File: src/rtl/i2s_pkg.sv
// Shared widths, channel constants and state encoding for the I2S slave receiver.
package i2s_pkg;

   localparam int unsigned I2S_DATA_W = 16;
   localparam int unsigned I2S_CNT_W  = 6;

   localparam logic CH_LEFT  = 1'b0;
   localparam logic CH_RIGHT = 1'b1;

   typedef enum logic {
      ST_SYNC = 1'b0,
      ST_RUN  = 1'b1
   } i2s_state_t;

endpackage

File: src/rtl/i2s_sync_edge.sv
// W-bit two-flop synchroniser into the clk domain.
// When EDGE_EN is set, a third flop on bit 0 yields a one-clk rising-edge strobe.
module i2s_sync_edge #(
   parameter int unsigned W       = 1,
   parameter bit          EDGE_EN = 1'b0
) (
   input  logic         clk,
   input  logic         rst_n,
   input  logic [W-1:0] i_d,
   output logic [W-1:0] o_q,
   output logic         o_rise
);

   logic [W-1:0] r_meta;
   logic [W-1:0] r_sync;

   always_ff @(posedge clk or negedge rst_n) begin
      if (!rst_n) begin
         r_meta <= '0;
         r_sync <= '0;
      end else begin
         r_meta <= i_d;
         r_sync <= r_meta;
      end
   end

   assign o_q = r_sync;

   generate
      if (EDGE_EN) begin : g_edge
         logic r_last;
         always_ff @(posedge clk or negedge rst_n) begin
            if (!rst_n) r_last <= 1'b0;
            else        r_last <= r_sync[0];
         end
         assign o_rise = r_sync[0] & ~r_last;
      end else begin : g_no_edge
         assign o_rise = 1'b0;
      end
   endgenerate

endmodule

File: src/rtl/i2s_rx.sv
// I2S (Philips) slave receiver: deserialises left/right words and emits a stereo frame plus mono mix.
// Define I2S_RX_ERR_CNT_EN to build the saturating short-slot counter behind err_count.
module i2s_rx
   import i2s_pkg::*;
#(
   parameter int unsigned DATA_W = I2S_DATA_W,
   parameter int unsigned CNT_W  = I2S_CNT_W,
   parameter int unsigned ERR_W  = 8
) (
   input  logic              clk,
   input  logic              rst_n,
   input  logic              en,
   input  logic              i2s_bck,
   input  logic              i2s_ws,
   input  logic              i2s_data,
   output logic [DATA_W-1:0] left_sample,
   output logic [DATA_W-1:0] right_sample,
   output logic [DATA_W-1:0] mono_sample,
   output logic              sample_valid,
   output logic              frame_err,
   output logic [ERR_W-1:0]  err_count
);

   localparam logic [CNT_W-1:0] LP_LAST_BIT = CNT_W'(DATA_W - 1);

   logic w_bck_rise, w_bck_lvl_unused, w_wsd_rise_unused;
   logic w_ws_s, w_data_s, w_ws_edge;

   i2s_sync_edge #(.W(1), .EDGE_EN(1'b1)) u_sync_bck (
      .clk    (clk),
      .rst_n  (rst_n),
      .i_d    (i2s_bck),
      .o_q    (w_bck_lvl_unused),
      .o_rise (w_bck_rise)
   );

   i2s_sync_edge #(.W(2), .EDGE_EN(1'b0)) u_sync_wsd (
      .clk    (clk),
      .rst_n  (rst_n),
      .i_d    ({i2s_ws, i2s_data}),
      .o_q    ({w_ws_s, w_data_s}),
      .o_rise (w_wsd_rise_unused)
   );

   i2s_state_t        r_state, w_state_nxt;
   logic              r_ws_prev;
   logic              r_chan, w_chan_nxt;
   logic [CNT_W-1:0]  r_bit_cnt, w_cnt_nxt;
   logic [DATA_W-1:0] r_shreg, w_shreg_nxt;
   logic [DATA_W-1:0] r_left_hold, w_hold_nxt;
   logic              r_left_ok, w_ok_nxt;
   logic [DATA_W-1:0] r_left, w_left_nxt;
   logic [DATA_W-1:0] r_right, w_right_nxt;
   logic [DATA_W-1:0] r_mono, w_mono_nxt;
   logic              r_valid, w_valid_nxt;
   logic              r_ferr, w_ferr_nxt;

   logic [DATA_W-1:0] w_shifted, w_word;
   logic [DATA_W:0]   w_sum;

   assign w_ws_edge = w_bck_rise & (w_ws_s != r_ws_prev);
   assign w_shifted = {r_shreg[DATA_W-2:0], w_data_s};
   // Bits past DATA_W were never shifted, so the boundary bit only joins a word still filling.
   assign w_word    = (r_bit_cnt <= LP_LAST_BIT) ? w_shifted : r_shreg;
   assign w_sum     = {r_left_hold[DATA_W-1], r_left_hold} + {w_word[DATA_W-1], w_word};

   always_ff @(posedge clk or negedge rst_n) begin
      if (!rst_n) begin
         r_state     <= ST_SYNC;
         r_ws_prev   <= 1'b0;
         r_chan      <= CH_LEFT;
         r_bit_cnt   <= '0;
         r_shreg     <= '0;
         r_left_hold <= '0;
         r_left_ok   <= 1'b0;
         r_left      <= '0;
         r_right     <= '0;
         r_mono      <= '0;
         r_valid     <= 1'b0;
         r_ferr      <= 1'b0;
      end else begin
         if (w_bck_rise) r_ws_prev <= w_ws_s;
         r_state     <= w_state_nxt;
         r_chan      <= w_chan_nxt;
         r_bit_cnt   <= w_cnt_nxt;
         r_shreg     <= w_shreg_nxt;
         r_left_hold <= w_hold_nxt;
         r_left_ok   <= w_ok_nxt;
         r_left      <= w_left_nxt;
         r_right     <= w_right_nxt;
         r_mono      <= w_mono_nxt;
         r_valid     <= w_valid_nxt;
         r_ferr      <= w_ferr_nxt;
      end
   end

   always_comb begin
      w_state_nxt = r_state;
      w_chan_nxt  = r_chan;
      w_cnt_nxt   = r_bit_cnt;
      w_shreg_nxt = r_shreg;
      w_hold_nxt  = r_left_hold;
      w_ok_nxt    = r_left_ok;
      w_left_nxt  = r_left;
      w_right_nxt = r_right;
      w_mono_nxt  = r_mono;
      w_valid_nxt = 1'b0;
      w_ferr_nxt  = 1'b0;
      if (!en) begin
         w_state_nxt = ST_SYNC;
      end else begin
         case (r_state)
            ST_SYNC: begin
               if (w_ws_edge) begin
                  w_chan_nxt  = w_ws_s;
                  w_cnt_nxt   = '0;
                  w_shreg_nxt = '0;
                  w_ok_nxt    = 1'b0;
                  w_state_nxt = ST_RUN;
               end
            end
            ST_RUN: begin
               if (w_bck_rise && !w_ws_edge) begin
                  if (r_bit_cnt <= LP_LAST_BIT) w_shreg_nxt = w_shifted;
                  if (r_bit_cnt != '1)          w_cnt_nxt   = r_bit_cnt + 1'b1;
               end else if (w_ws_edge) begin
                  if (r_bit_cnt >= LP_LAST_BIT) begin
                     if (r_chan == CH_LEFT) begin
                        w_hold_nxt = w_word;
                        w_ok_nxt   = 1'b1;
                     end else if (r_chan == CH_RIGHT && r_left_ok) begin
                        w_left_nxt  = r_left_hold;
                        w_right_nxt = w_word;
                        w_mono_nxt  = w_sum[DATA_W:1];
                        w_valid_nxt = 1'b1;
                        w_ok_nxt    = 1'b0;
                     end
                  end else begin
                     w_ferr_nxt = 1'b1;
                     w_ok_nxt   = 1'b0;
                  end
                  w_chan_nxt  = w_ws_s;
                  w_cnt_nxt   = '0;
                  w_shreg_nxt = '0;
               end
            end
            default: w_state_nxt = ST_SYNC;
         endcase
      end
   end

   assign left_sample  = r_left;
   assign right_sample = r_right;
   assign mono_sample  = r_mono;
   assign sample_valid = r_valid;
   assign frame_err    = r_ferr;

`ifdef I2S_RX_ERR_CNT_EN
   logic [ERR_W-1:0] r_err_cnt;

   always_ff @(posedge clk or negedge rst_n) begin
      if (!rst_n)                            r_err_cnt <= '0;
      else if (w_ferr_nxt && r_err_cnt != '1) r_err_cnt <= r_err_cnt + 1'b1;
   end

   assign err_count = r_err_cnt;
`else
   assign err_count = '0;
`endif

endmodule
File: config.mk
export PLATFORM = sky130hd
export DESIGN_NAME = i2s_rx
export DESIGN_NICKNAME = d
export VERILOG_FILES = /design/src/rtl/i2s_pkg.sv /design/src/rtl/i2s_sync_edge.sv /design/src/rtl/i2s_rx.sv
export SDC_FILE = /design/constraint.sdc
export NUM_CORES = 1
export LEC_CHECK = 0
export ABC_CLOCK_PERIOD_IN_PS = 6000
export BUFFER_PORTS_ARGS = -buffer_cell sky130_fd_sc_hd__buf_2
export CAP_MARGIN = 20
export CORE_MARGIN = 1.5
export CORE_UTILIZATION = 62
export CTS_CLUSTER_DIAMETER = 200
export DETAILED_ROUTE_END_ITERATION = 10
export HOLD_SLACK_MARGIN = 0.1
export PLACE_DENSITY = 0.92
export RECOVER_POWER = 100
export SYNTH_ARGS = -nofsm -noshare
export SYNTH_HDL_FRONTEND = slang
export SYNTH_SLANG_ARGS = --single-unit
File: constraint.sdc
create_clock -name clk -period 6 [get_ports clk]
set_clock_uncertainty 0.15 [all_clocks]
set_input_delay 1.2 -clock clk [delete_from_list [all_inputs] [get_ports clk]]
set_output_delay 1.2 -clock clk [all_outputs]
set_load 0.02 [all_outputs]
==> metrics.txt <==
post-synthesis xor/xnor area fraction=0.0242; failing checks=max-capacitance violations, max-slew violations; mux cell area share after synthesis=0.0430; Reg clk slew, reported paths=0.09 ns; Slew Limit Fails=102; initial antenna violation count=0; critical path endpoint category=register; dpl ws=around 2.6 ns; placed cell areas=5000 sq um; mean cell area of the mapped netlist=9.59 sq um; Worst path max stage delay=0.84 ns; Synth Warn #=0; top-area cell type share of the netlist area=0.526; count leader, synth=nand2_1; Seq cells post-synth=99; EDFF count, synth=0; required time of the critical path=6.16 ns; final routed DRC violation total=0; DPL Wire Length=6.81 mm; Yosys cell types=53; number of I/O pins=64; Vias/cell=5.83; worst-path cell chain=nor2_1 -> clkbuf_1 -> mux2i_1 -> inv_1 -> fa_1 -> a21o_1 -> a2bb2oi_1 -> o21ai_0 -> o41a_1 -> a311oi_1 -> a21o_1; Final Hold Fails=0; Std-Cell Rows=31; worst skew pair latency=0.37 ns; Synth Cell Area=4710 sq um; CTS Buffer Depth=2; PwrDens=about 230 nW/um^2; # resized after CTS=0; IO Port Bufs=55; Final Setup Violations=0; Pre-antenna DRT Iters=5; H-Tree Depth=3; unrepaired setup endpoints after global routing=false; Worst Tran Pin Value=1.67 ns; main combinational cell family by area after synthesis=simple AND/OR/NAND/NOR gates; Root Buffer=clkbuf_8; worst rel slew slack=-0.113; Area Overhead vs Synth=8.63%; CTS tree=yes; Die Ht=~90 um; Seq/Total Area, Yosys=0.526; Sink Count=99; cts bufs inserted=9; status=finished with violations; first-pass GRT wire length=about 17 mm; RePlAce Congestion=around 0.94; core area=7290 sq um; Commonest cells post-synth=nand2_1 (106), dfrtp_1 (99), o21ai_0 (49); Crit Path Category=reg -> reg; Synth area leaders=dfrtp_1 (53%), nand2_1 (8.4%), o21ai_0 (5.2%); Worst Path Max Fanout=16; largest net degree at the start of global routing=85; Initial Utilization=0.646; total power=roughly 0.0012 W; post-route cell area=5120 sq um; share of cells above drive strength 1=0.0500; post-synthesis compound-gate area fraction=0.142; final period utilization=0.716; gr usage total=0.261; Layout Nets=558; DIE AREA=~8100 sq um; vias in the first global route=around 3700; Post-synth top flop=dfrtp_1; Leakage=roughly 2.7 nW; Worst Hold Class=reg -> reg; simple-gate area share of the yosys netlist=0.165; cell taking the most area after synthesis=dfrtp_1; min setup slack post-route=1.70 ns; fin util=0.702; Avg WL per Cell=approximately 16 um; CP dominant cell by count=a21o_1; minimum clock period=4.30 ns; Vias=between 3000 and 4000; First DRT Iteration DRCs=300; crit path launch type=register; setup_tns=0 ns; CP arrival=about 4.5 ns; Antenna Nets Post-Route=0; Die X=90.2 um; ys async rst share=1.00; max_cap viols=2; Synth Area in Adders=0.0467; VDD IR max=138 uV; grt ovf=0; final wirelength=10.2 mm; Slowest cell on crit path=clkbuf_1; Antenna Cells=0; postcts setup bufs=0; synthesized instance count=approximately 490; Max Clk Rate=233 MHz; hold-fix buffers at CTS=0
registers in the layout (all words and copies together) (netlist names), 2 cells and up:
signal             count
u_sync_wsd.o_q         2
right_sample          16
r_left_hold           16
r_bit_cnt              6
left_sample           16
u_sync_wsd.r_meta      2
mono_sample           16
r_shreg               16
metal layers:
layer / part of all wire / up-vias / wire (um) / global-route usage
li1: - / 1744 / - / -
met1: 0.41 / 1799 / 4230 / 0.328
met2: 0.50 / 156 / 5100 / 0.432
met3: 0.064 / 26 / 656 / 0.0482
met4: 0.022 / 0 / 226 / 0.134
met5: 0 / - / 0 / 0
cells by family after synthesis:
family / Yosys count
flip-flops: 99
adder cells (fa/ha/maj): 17
AND/OR/NAND/NOR: 176
buffers and inverters: 51
AO/OA/AOI/OAI: 114
XOR/XNOR: 13
other: 1
multiplexers: 20
layout by cell type (no fill, tap or decap), types with 3 or more instances in the layout:
cell type    n
xor2_1       5
nand3_1     12
nor3b_1      3
conb_1       8
dfrtp_1     99
nor3_1       4
a21oi_1     27
a31oi_1      3
a21o_1       8
clkbuf_8    12
nor2_1      25
buf_2        3
mux2i_1     18
inv_1       17
nor2b_1      4
o31ai_1      3
xnor2_1      8
ha_1        16
and3_1       6
nand2_1    106
clkbuf_1    55
nand4_1      4
o21ai_0     56
power by group:
part,internal [W],total [W],leakage [nW],switching [W]
Combinational,0.00000903,0.0000384,1.23,0.0000293
Clock,0.000227,0.000455,0.102,0.000228
Sequential,0.000673,0.000679,1.36,0.00000556
stage by stage:
stage,std cells,hold slack (ns)
2_1_floorplan,498,0.181
6_report,639,0.207
3_5_place_dp,623,0.187
4_1_cts,639,0.208
3_3_place_gp,623,0.183
5_1_grt,639,0.216
critical path: cells and delay by family (launching register included):
family                     cells  cell delay (ns)
muxes                          1             0.46
and+or+nand+nor                1             0.13
DFF                            1             0.47
adders and majority gates      1             0.46
AOI/OAI and AO/OA              6             1.58
buffers and inverters          2             0.99
final timing paths:
check	end	slack, ns	cells past startpoint	from
setup / recovery	mono_sample[15]	1.70	11	r_bit_cnt[4]
min in group asynchronous	r_state	1.05	1	rst_n
hold / removal	u_sync_wsd.o_q[0]	0.21	0	u_sync_wsd.r_meta[0]
hold reg to reg	u_sync_wsd.o_q[0]	0.21	0	u_sync_wsd.r_meta[0]
max in group asynchronous	left_sample[0]	2.29	2	rst_n
setup reg to reg	mono_sample[15]	1.70	11	r_bit_cnt[4]
final cells by class:
cell class                 instances  area, sq um
sequential                        99         2480
fill                             582         2170
multi-input combinational        348         2000
timing repair buffer              59          230
clock buffer                      13          169
tap                               99          124
inverter                          18         67.6
clock inverter                     3         45.0
(Power assumes the default switching activity.)
